[config.mk]
export PLATFORM = sky130hd
export DESIGN_NAME = seg7_decoder
export DESIGN_NICKNAME = d
export VERILOG_FILES = /design/src/rtl/seg7_decoder.sv
export SDC_FILE = /design/constraint.sdc
export NUM_CORES = 1
export LEC_CHECK = 0
export CORE_UTILIZATION = 32
export CTS_CLUSTER_SIZE = 12
export DETAILED_ROUTE_END_ITERATION = 8
export PLACE_DENSITY_LB_ADDON = 0.1
export SYNTH_ARGS = -nofsm -noshare
export SYNTH_HDL_FRONTEND = slang
export SYNTH_SLANG_ARGS = --single-unit
[constraint.sdc]
create_clock -name clk -period 3.65 [get_ports clk]
set_input_delay 0.5475 -clock clk [delete_from_list [all_inputs] [get_ports clk]]
set_output_delay 0.5475 -clock clk [all_outputs]
set_load 0.1 [all_outputs]
[src/rtl/seg7_decoder.sv]
// Segment-bus monitor: filters active-low 7-segment codes for stability,
// decodes settled codes to BCD, delivers digits over valid/ready, counts illegal codes.
module seg7_decoder #(
   parameter int STABLE_CNT = 3,
   parameter int DIGITS     = 4
) (
   input  logic                  clk,
   input  logic                  rst,
   input  logic [7:0]            seg_in,
   input  logic                  seg_valid,
   output logic                  seg_ready,
   output logic [3:0]            digit_out,
   output logic                  digit_valid,
   input  logic                  digit_ready,
   output logic                  invalid,
   output logic [7:0]            err_count,
   output logic [4*DIGITS-1:0]   history
);

   localparam int RW = (STABLE_CNT < 2) ? 1 : $clog2(STABLE_CNT + 1);
   localparam logic [RW-1:0] RUN_MAX = RW'(STABLE_CNT);
   localparam int HW = 4 * DIGITS;

   logic [7:0]    last_code_q, last_code_d;
   logic [RW-1:0] run_q, run_d;
   logic [3:0]    digit_out_q, digit_out_d;
   logic          digit_valid_q, digit_valid_d;
   logic          invalid_q, invalid_d;
   logic [7:0]    err_q, err_d;
   logic [HW-1:0] history_q, history_d;

   logic          xfer;
   logic          same;
   logic          settle;
   logic          legal;
   logic          blank;
   logic [3:0]    dig;

   // Backpressure stalls the input so a pending digit is never overwritten.
   assign seg_ready = !rst && (!digit_valid_q || digit_ready);
   assign xfer      = seg_valid && seg_ready;
   assign same      = (seg_in == last_code_q);

   always_comb begin
      legal = 1'b1;
      blank = 1'b0;
      dig   = '0;
      case (seg_in)
         8'hC0:   dig = 4'd0;
         8'hF9:   dig = 4'd1;
         8'hA4:   dig = 4'd2;
         8'hB0:   dig = 4'd3;
         8'h99:   dig = 4'd4;
         8'h92:   dig = 4'd5;
         8'h82:   dig = 4'd6;
         8'hF8:   dig = 4'd7;
         8'h80:   dig = 4'd8;
         8'h90:   dig = 4'd9;
         8'hFF: begin
            legal = 1'b0;
            blank = 1'b1;
         end
         default: legal = 1'b0;
      endcase
   end

   // Settle fires only on the transfer that first brings the run to STABLE_CNT;
   // a code change with STABLE_CNT=1 settles at once.
   always_comb begin
      last_code_d = last_code_q;
      run_d       = run_q;
      settle      = 1'b0;
      if (xfer) begin
         if (same) begin
            if (run_q != RUN_MAX) begin
               run_d = run_q + RW'(1);
            end
            settle = (run_q == RUN_MAX - RW'(1));
         end else begin
            last_code_d = seg_in;
            run_d       = RW'(1);
            settle      = (STABLE_CNT == 1);
         end
      end
   end

   always_comb begin
      digit_valid_d = digit_valid_q && !digit_ready;
      digit_out_d   = digit_out_q;
      history_d     = history_q;
      invalid_d     = 1'b0;
      err_d         = err_q;
      if (settle) begin
         if (legal) begin
            digit_valid_d  = 1'b1;
            digit_out_d    = dig;
            history_d      = history_q << 4;
            history_d[3:0] = dig;
         end else if (!blank) begin
            invalid_d = 1'b1;
            if (err_q != 8'hFF) begin
               err_d = err_q + 8'd1;
            end
         end
      end
   end

   always_ff @(posedge clk) begin
      if (rst) begin
         last_code_q   <= 8'hFF;
         run_q         <= '0;
         digit_out_q   <= '0;
         digit_valid_q <= 1'b0;
         invalid_q     <= 1'b0;
         err_q         <= '0;
         history_q     <= '0;
      end else begin
         last_code_q   <= last_code_d;
         run_q         <= run_d;
         digit_out_q   <= digit_out_d;
         digit_valid_q <= digit_valid_d;
         invalid_q     <= invalid_d;
         err_q         <= err_d;
         history_q     <= history_d;
      end
   end

   assign digit_out   = digit_out_q;
   assign digit_valid = digit_valid_q;
   assign invalid     = invalid_q;
   assign err_count   = err_q;
   assign history     = history_q;

endmodule

---- Word-level counts from Yosys, hierarchy flattened ----
Cells that the tools add are included.
cells by class
  eq/ne operators ......................... 16
  multiplexer cells ....................... 10
  reductions and logical operators ........ 13
  bitwise gates (word level) .............. 4
  add/sub/neg operators ................... 2
operators with widths
  operator                                                                  number
  8-bit == test (second input constant)                                     11
  4-bit one-hot mux with 9 select lines                                     1
  10-bit OR reduction                                                       1
  8-bit by 1-bit adder with 8-bit output (second input constant)            1
  8-bit == test                                                             1
  8-bit inequality test (second input constant)                             1
  1-bit 2-to-1 mux                                                          7
  2-bit AND reduction                                                       3
  2-bit 2-to-1 mux                                                          2
  1-bit NOT                                                                 4
  4-bit AND reduction                                                       1
  1-bit logical AND                                                         3
  1-bit logical NOT                                                         3
  3-bit OR reduction                                                        1
  2-bit by 1-bit adder with 2-bit output (second input constant)            1
  2-bit == test (second input constant)                                     1
  2-bit by 1-bit inequality test with 1-bit output (second input constant)  1
  2-bit inequality test (second input constant)                             1
  1-bit logical OR                                                          1
word-level totals
  logic and storage cells ................. 52
  output and inout port bits .............. 31
  bits in registers ....................... 40
  bits of input ports ..................... 12

---- Depth between registers and ports, before layout ----
Gate-level depths: netlist of the first run.
  word-level depth ........................ 7
  mapped depth ............................ 8
  gate-level depth less buffers ........... 7

---- Least setup slack after synthesis of the first run ----
OpenSTA, ideal clock, no wires.
  path kind ............................... input-to-output
  start ................................... in rst
  end ..................................... out seg_ready
  data required time ...................... 3,102 ps
  data arrival time ....................... 1,861 ps
  stages .................................. 4
  slack ................................... 1,242 ps
  buffers on the path ..................... 2
  cells stage by stage .................... clkbuf_1 > inv_1 > clkbuf_1 > and2_1
on the way
  longest elaborated chain between the ends .. 2
RTL lines
  element            RTL line  source
  start, declared    8         input logic rst,
  1-bit logical NOT  40        assign seg_ready = !rst && (!digit_valid_q || digit_ready);
  1-bit logical AND  40
  end, declared      11        output logic seg_ready,
Every way passes these cells.

---- Worst setup path after layout of the first run ----
  start ................................... in seg_in[4]
  end ..................................... reg err_q[5] (netlist: err_count[5])
on the way
  longest elaborated chain between the ends .. 5
  elaborated cells on any way between the ends .. 20
  those cells by class .................... 12 x eq/ne; 4 x mux; 2 x bitwise; 2 x reduce/logical
RTL lines
  element                                 RTL line  source
  start, declared                         9         input logic [7:0] seg_in,
  8-bit == test                           48        case (seg_in)
  10-bit OR reduction (no source line)    n/a
  1-bit 2-to-1 mux                        48
  1-bit NOT (no source line)              n/a
  4-bit AND reduction (no source line) *  n/a
  end signal, assigned                    123       err_q <= err_d;
  end, declared                           29        logic [7:0] err_q, err_d;
Every way passes the cells marked *; elsewhere a longest branch is shown, timed or not.
A chain may end at the register's enable or synchronous reset.

==> flow_summary.json, run 1 <==
{
  "outcome": "complete, no violations",
  "cts_sinks": 36,
  "finalClockSkew_ns": 0.00603,
  "port_buffers": 42,
  "wl_per_cell_um": 13.2,
  "grt_setup_unrepaired": "false",
  "dpl_cell_area_um2": 2260,
  "final.setup.tns_ns": 0,
  "vias": 1511,
  "critPathRequiredTime_ns": 3.82,
  "slew_viol_final": 0,
  "grt_pass1_vias": 1362,
  "dieArea_um2": 6010,
  "slew_headroom_pct": 35.0,
  "clk_latency_ns": 0.29,
  "cts_resized": 0,
  "vias_per_cell": 4.97,
  "syn_area_per_cell_um2": 9.31,
  "netlist.area_leader.share_pct": 39.5,
  "cts_hold_buf": 0,
  "io_pins": 43,
  "synth-seq-cells": 36,
  "clock_path_buffers": 2,
  "cp_max_fo": 11,
  "gp_congestion": 0.734,
  "leakage_nw": 0.920,
  "synth_cell_types": 43,
  "cts_max_level": 2,
  "hold_depth": 2,
  "drive_gt1_share_pct": 8.19,
  "syn_to_final_growth_pct": 28.5,
  "antenna_found_initial": 0,
  "holdWs_ns": 0.494,
  "worstSetupPathType": "in -> reg",
  "synth_cells": 196,
  "crit_start": "seg_in[4]",
  "ys_warn_count": 0,
  "min_period_over_period_pct": 78.1,
  "dp_hpwl_um": 2830,
  "clk_pin_slew_worst_paths_ns": 0.07,
  "worstReg2RegStart": "last_code_q[2]",
  "cts_root_buf": "clkbuf_8",
  "antenna_cells": 0,
  "arrival_ns": 3.02,
  "tightest_slew_ns": 0.972,
  "powerDensity_nw_per_um2": 325,
  "hold_start": "history[3]",
  "r2r-end": "err_count[5]",
  "grt_pass1_wl_um": 6790,
  "cts_tree": "built",
  "fp.dieH_um": 77.5,
  "dr.pass1.iters": 4,
  "drc": 0,
  "fin_crit_ns": 2.85,
  "critPathLaunchType": "primary input",
  "fin_nets": 246,
  "die_x_um": 77.5,
  "worst_r2r_path_depth": 6,
  "max-cap-violations": 0,
  "fin_util_pct": 42.6,
  "drtIter0Drc": 57,
  "core-area_um2": 5510,
  "cts_buffers": 5,
  "grt_max_degree": 27,
  "wl_um": 4030,
  "yosys.area.top_type": "dfxtp_1",
  "endpoint_kind": "flop",
  "row_count": 27,
  "num-fill-cells": 552,
  "setup_viol": 0,
  "grt-ovfl-total": 0,
  "synth_area_leaders": "dfxtp_1 (40%), mux2i_1 (11%), nor2_1 (3.9%), xnor2_1 (3.4%), a21oi_1 (3.0%)",
  "post_cts_buffers": 0,
  "irDropWorstVdd_mv": 0.132,
  "gr-usage-all-layers_pct": 14.4,
  "min_path_type": "reg -> reg",
  "clock.fmax_mhz": 351,
  "rrSetupSlack_ns": 1.40,
  "fin_area_um2": 2340,
  "ys_seq_area_share_pct": 39.5,
  "synth_area_um2": 1820,
  "ant_nets": 0,
  "finalHoldViolCount": 0,
  "min_to": "history[3]",
  "syn-num-nets": 211,
  "start_util_pct": 33.1
}
## worst max path at each step
stage	endpoint	slack, ns
after floorplan	seg_ready	1.24
after global placement	err_count[5]	0.54
after detailed placement	err_count[5]	0.47
after CTS	err_count[5]	0.79
after global routing	err_count[5]	0.65
final	err_count[5]	0.80
## where the power goes
part / leakage (nW) / internal, W / total [W] / switching, W
registers: 0.291 / 0.000398 / 0.000402 / 0.00000401
logic: 0.581 / 0.0000331 / 0.0000733 / 0.0000403
clock network: 0.0479 / 0.000133 / 0.000287 / 0.000154
total: 0.920 / 0.000564 / 0.000762 / 0.000198
## synthesized netlist by cell type (all sizes together)
cell type   n
and4b       4
and3        3
a211oi      3
ha          3
and2        2
xnor2       8
dfxtp      36
nor2       19
a31o        1
o41ai       1
nor4        2
or4         1
nand3       4
xor2        2
nor2b       1
nand4b      3
nor3        3
nand4       7
clkbuf      4
o31ai       1
mux2i      20
nor3b       1
nand2      12
or3         3
o21ai       6
inv         6
a32oi       1
nand2b      4
a31oi       2
or3b        1
buf        13
a2111oi     1
or2         1
nor4b       3
a21oi      11
o211a       1
o311ai      1
and4        1
## logic make-up (layout without fill, tap and decap cells)
| kind of cell | Yosys count | after routing | synth area share [%] |
|---|---|---|---|
| and+or+nand+nor | 75 | 75 | 24.2 |
| DFF | 36 | 36 | 39.5 |
| AOI/OAI and AO/OA | 29 | 29 | 10.7 |
| buffers and inverters | 23 | 59 | 7.34 |
| muxes | 20 | 20 | 11.0 |
| xor gates and xnor gates | 10 | 10 | 5.21 |
| adders and majority gates | 3 | 3 | 2.06 |
## worst max-delay path: stages
cell	delay, ns
clkdlybuf4s50_1	0.68
xnor2_1	0.18
nand4_2	0.19
nor4_4	0.43
nand4_1	0.43
o311ai_0	0.44
o41ai_1	0.12
## stage by stage
stage,setup WS [ns],power (W),instances
detailed placement,0.467,0.000485,296
floorplan,1.24,0.000463,196
global route,0.651,0.000802,304
finish,0.800,0.000762,304
global placement,0.537,0.000485,296
CTS,0.794,0.000775,304
## cell usage in the layout (no fill, tap or decap), drive strengths merged, types with 5 or more instances in the layout
| cell type | count |
|---|---|
| a21oi | 11 |
| nand2 | 12 |
| clkbuf | 5 |
| o21ai | 6 |
| nor2 | 19 |
| inv | 6 |
| dfxtp | 36 |
| nand4 | 7 |
| xnor2 | 8 |
| clkdlybuf4s50 | 41 |
| mux2i | 20 |
## registers in the layout, indices dropped and copies added, names as in the netlist
signal and flops:
digit_valid 1, history 13, invalid 1, run_q 2, err_count 8, last_code_q 8
digit_out 3
## metal layers
layer | global-route usage, % | vias to the layer above | wire length (um)
li1 | - | 767 | -
met1 | 19.8 | 694 | 1960
met2 | 21.4 | 45 | 1810
met3 | 4.00 | 5 | 212
met4 | 5.09 | 0 | 44
met5 | 0 | - | 0
## cell type report
class,count,area [um^2],area share (%)
Multi-Input combinational cell,137,970,41.4
Inverter,6,22.5,0.961
Clock buffer,5,68.8,2.94
Sequential cell,36,721,30.8
Clock inverter,3,18.8,0.801
Timing Repair Buffer,45,453,19.3
Tap cell,72,90.1,3.84
No activity file was read; power rests on OpenSTA's default activity.
==> run 2: changes to the inputs <==
==> constraint.sdc (replaced) <==
create_clock -name clk -period 3 [get_ports clk]
set_input_delay 0.45 -clock clk [delete_from_list [all_inputs] [get_ports clk]]
set_output_delay 0.45 -clock clk [all_outputs]
set_load 0.1 [all_outputs]
==> flow_summary.json, run 2 (synthesis results as in run 1) <==
{
  "row_count": 27,
  "finalHoldViolCount": 0,
  "fin_crit_ns": 2.46,
  "leakage_nw": 1.02,
  "endpoint_kind": "flop",
  "post_cts_buffers": 0,
  "wl_um": 3850,
  "critPathSlowestCell": "clkdlybuf4s50_1",
  "path_cells": "clkdlybuf4s50_1 -> xnor2_1 -> nand4_1 -> nor4_4 -> nand4_1 -> buf_4 -> or3_1 -> a21oi_1",
  "final.setup.tns_ns": 0,
  "grt_max_degree": 27,
  "vias": 1503,
  "clock.fmax_mhz": 407,
  "p_total_w": 0.00100,
  "syn_to_final_growth_pct": 28.3,
  "fp.dieH_um": 77.5,
  "grt_pass1_vias": 1474,
  "dr.pass1.iters": 4,
  "antenna_cells": 0,
  "fin_nets": 253,
  "crit_buf_inv": 2,
  "worstSetupPathType": "in -> reg",
  "core-area_um2": 5510,
  "port_buffers": 42,
  "final_cell_mix": "buf_4 (40), dfxtp_1 (36), mux2i_1 (20)",
  "start_util_pct": 33.1,
  "dp_hpwl_um": 2820,
  "gr-usage-all-layers_pct": 13.8,
  "grt_pass1_wl_um": 6590,
  "min_path_type": "reg -> reg",
  "cts_max_level": 2,
  "vias_per_cell": 4.83,
  "wl_per_cell_um": 12.4,
  "antenna_found_initial": 0,
  "finalClockSkew_ns": 0.00422,
  "clk_pin_slew_worst_paths_ns": 0.07,
  "ant_nets": 0,
  "drtIter0Drc": 32,
  "cpMostUsedCell": "nand4_1",
  "setup_viol": 0,
  "cts_root_buf": "clkbuf_8",
  "cts_buffers": 5,
  "irDropWorstVdd_mv": 0.320,
  "powerDensity_nw_per_um2": 429,
  "cp_max_fo": 11,
  "max-cap-violations": 0,
  "slew_viol_final": 0,
  "critPathRequiredTime_ns": 3.22,
  "die_x_um": 77.5,
  "drc": 0,
  "fin_util_pct": 42.5,
  "gp_congestion": 0.751,
  "largest_register_ffs": 13,
  "dieArea_um2": 6010,
  "critPathLaunchType": "primary input",
  "cts_tree": "built",
  "outcome": "complete, no violations",
  "drive_gt1_share_pct": 23.0,
  "tightest_slew_ns": 0.818,
  "path_delay_family": "simple AND/OR/NAND/NOR gates",
  "cts_sinks": 36,
  "io_pins": 43,
  "slew_headroom_pct": 45.3,
  "crit_path_max_incr_delay_ns": 0.64,
  "cts_hold_buf": 0,
  "final_common_cell": "buf_4",
  "arrival_ns": 2.68,
  "grt-ovfl-total": 0,
  "clk_latency_ns": 0.29,
  "holdWs_ns": 0.496,
  "clock_path_buffers": 2,
  "cts_resized": 0,
  "grt_setup_unrepaired": "false",
  "min_period_over_period_pct": 81.9
}
## run 2: final cells by class
cell class | count | area (um^2)
Sequential cell | 36 | 721
Inverter | 6 | 22.5
Clock buffer | 6 | 72.6
Multi-Input combinational cell | 137 | 970
Timing Repair Buffer | 52 | 430
Fill cell | 551 | 3170
Clock inverter | 2 | 35.0
Tap cell | 72 | 90.1
## run 2: path summary, 6_finish.rpt
check | from | endpoint | slack (ns) | depth (start not counted)
setup / recovery | seg_in[0] | err_count[4] | 0.54 | 8
hold / removal | last_code_q[1] | last_code_q[1] | 0.50 | 2
setup reg to reg | last_code_q[2] | err_count[4] | 0.97 | 7
hold reg to reg | last_code_q[1] | last_code_q[1] | 0.50 | 2
## run 2: worst min-delay path, cell delays in order, from the launching register on
cell and delay [ns]:
dfxtp_1 0.34, mux2i_1 0.07, nand2_1 0.06
## run 2: metal layers
| metal | routed length (um) | track usage [%] | vias to the layer above |
|---|---|---|---|
| met5 | 0 | 0 | - |
| met1 | 1810 | 16.3 | 676 |
| li1 | - | - | 784 |
| met4 | 55 | 6.04 | 0 |
| met2 | 1830 | 23.5 | 36 |
| met3 | 155 | 3.53 | 7 |
## run 2: metrics by stage
stage,instance area [um^2],setup WS [ns],cells
floorplan,1820,0.777,196
global placement,2230,0.262,303
detailed placement,2230,0.221,303
CTS,2340,0.539,311
global route,2340,0.381,311
finish,2340,0.542,311
## run 2: power by group
group	leakage [nW]	internal (W)	switching [W]	total, W
combinational	0.675	0.0000446	0.0000493	0.0000939
sequential	0.291	0.000484	0.00000466	0.000489
clock	0.0552	0.000247	0.000175	0.000422
total	1.02	0.000775	0.000229	0.00100
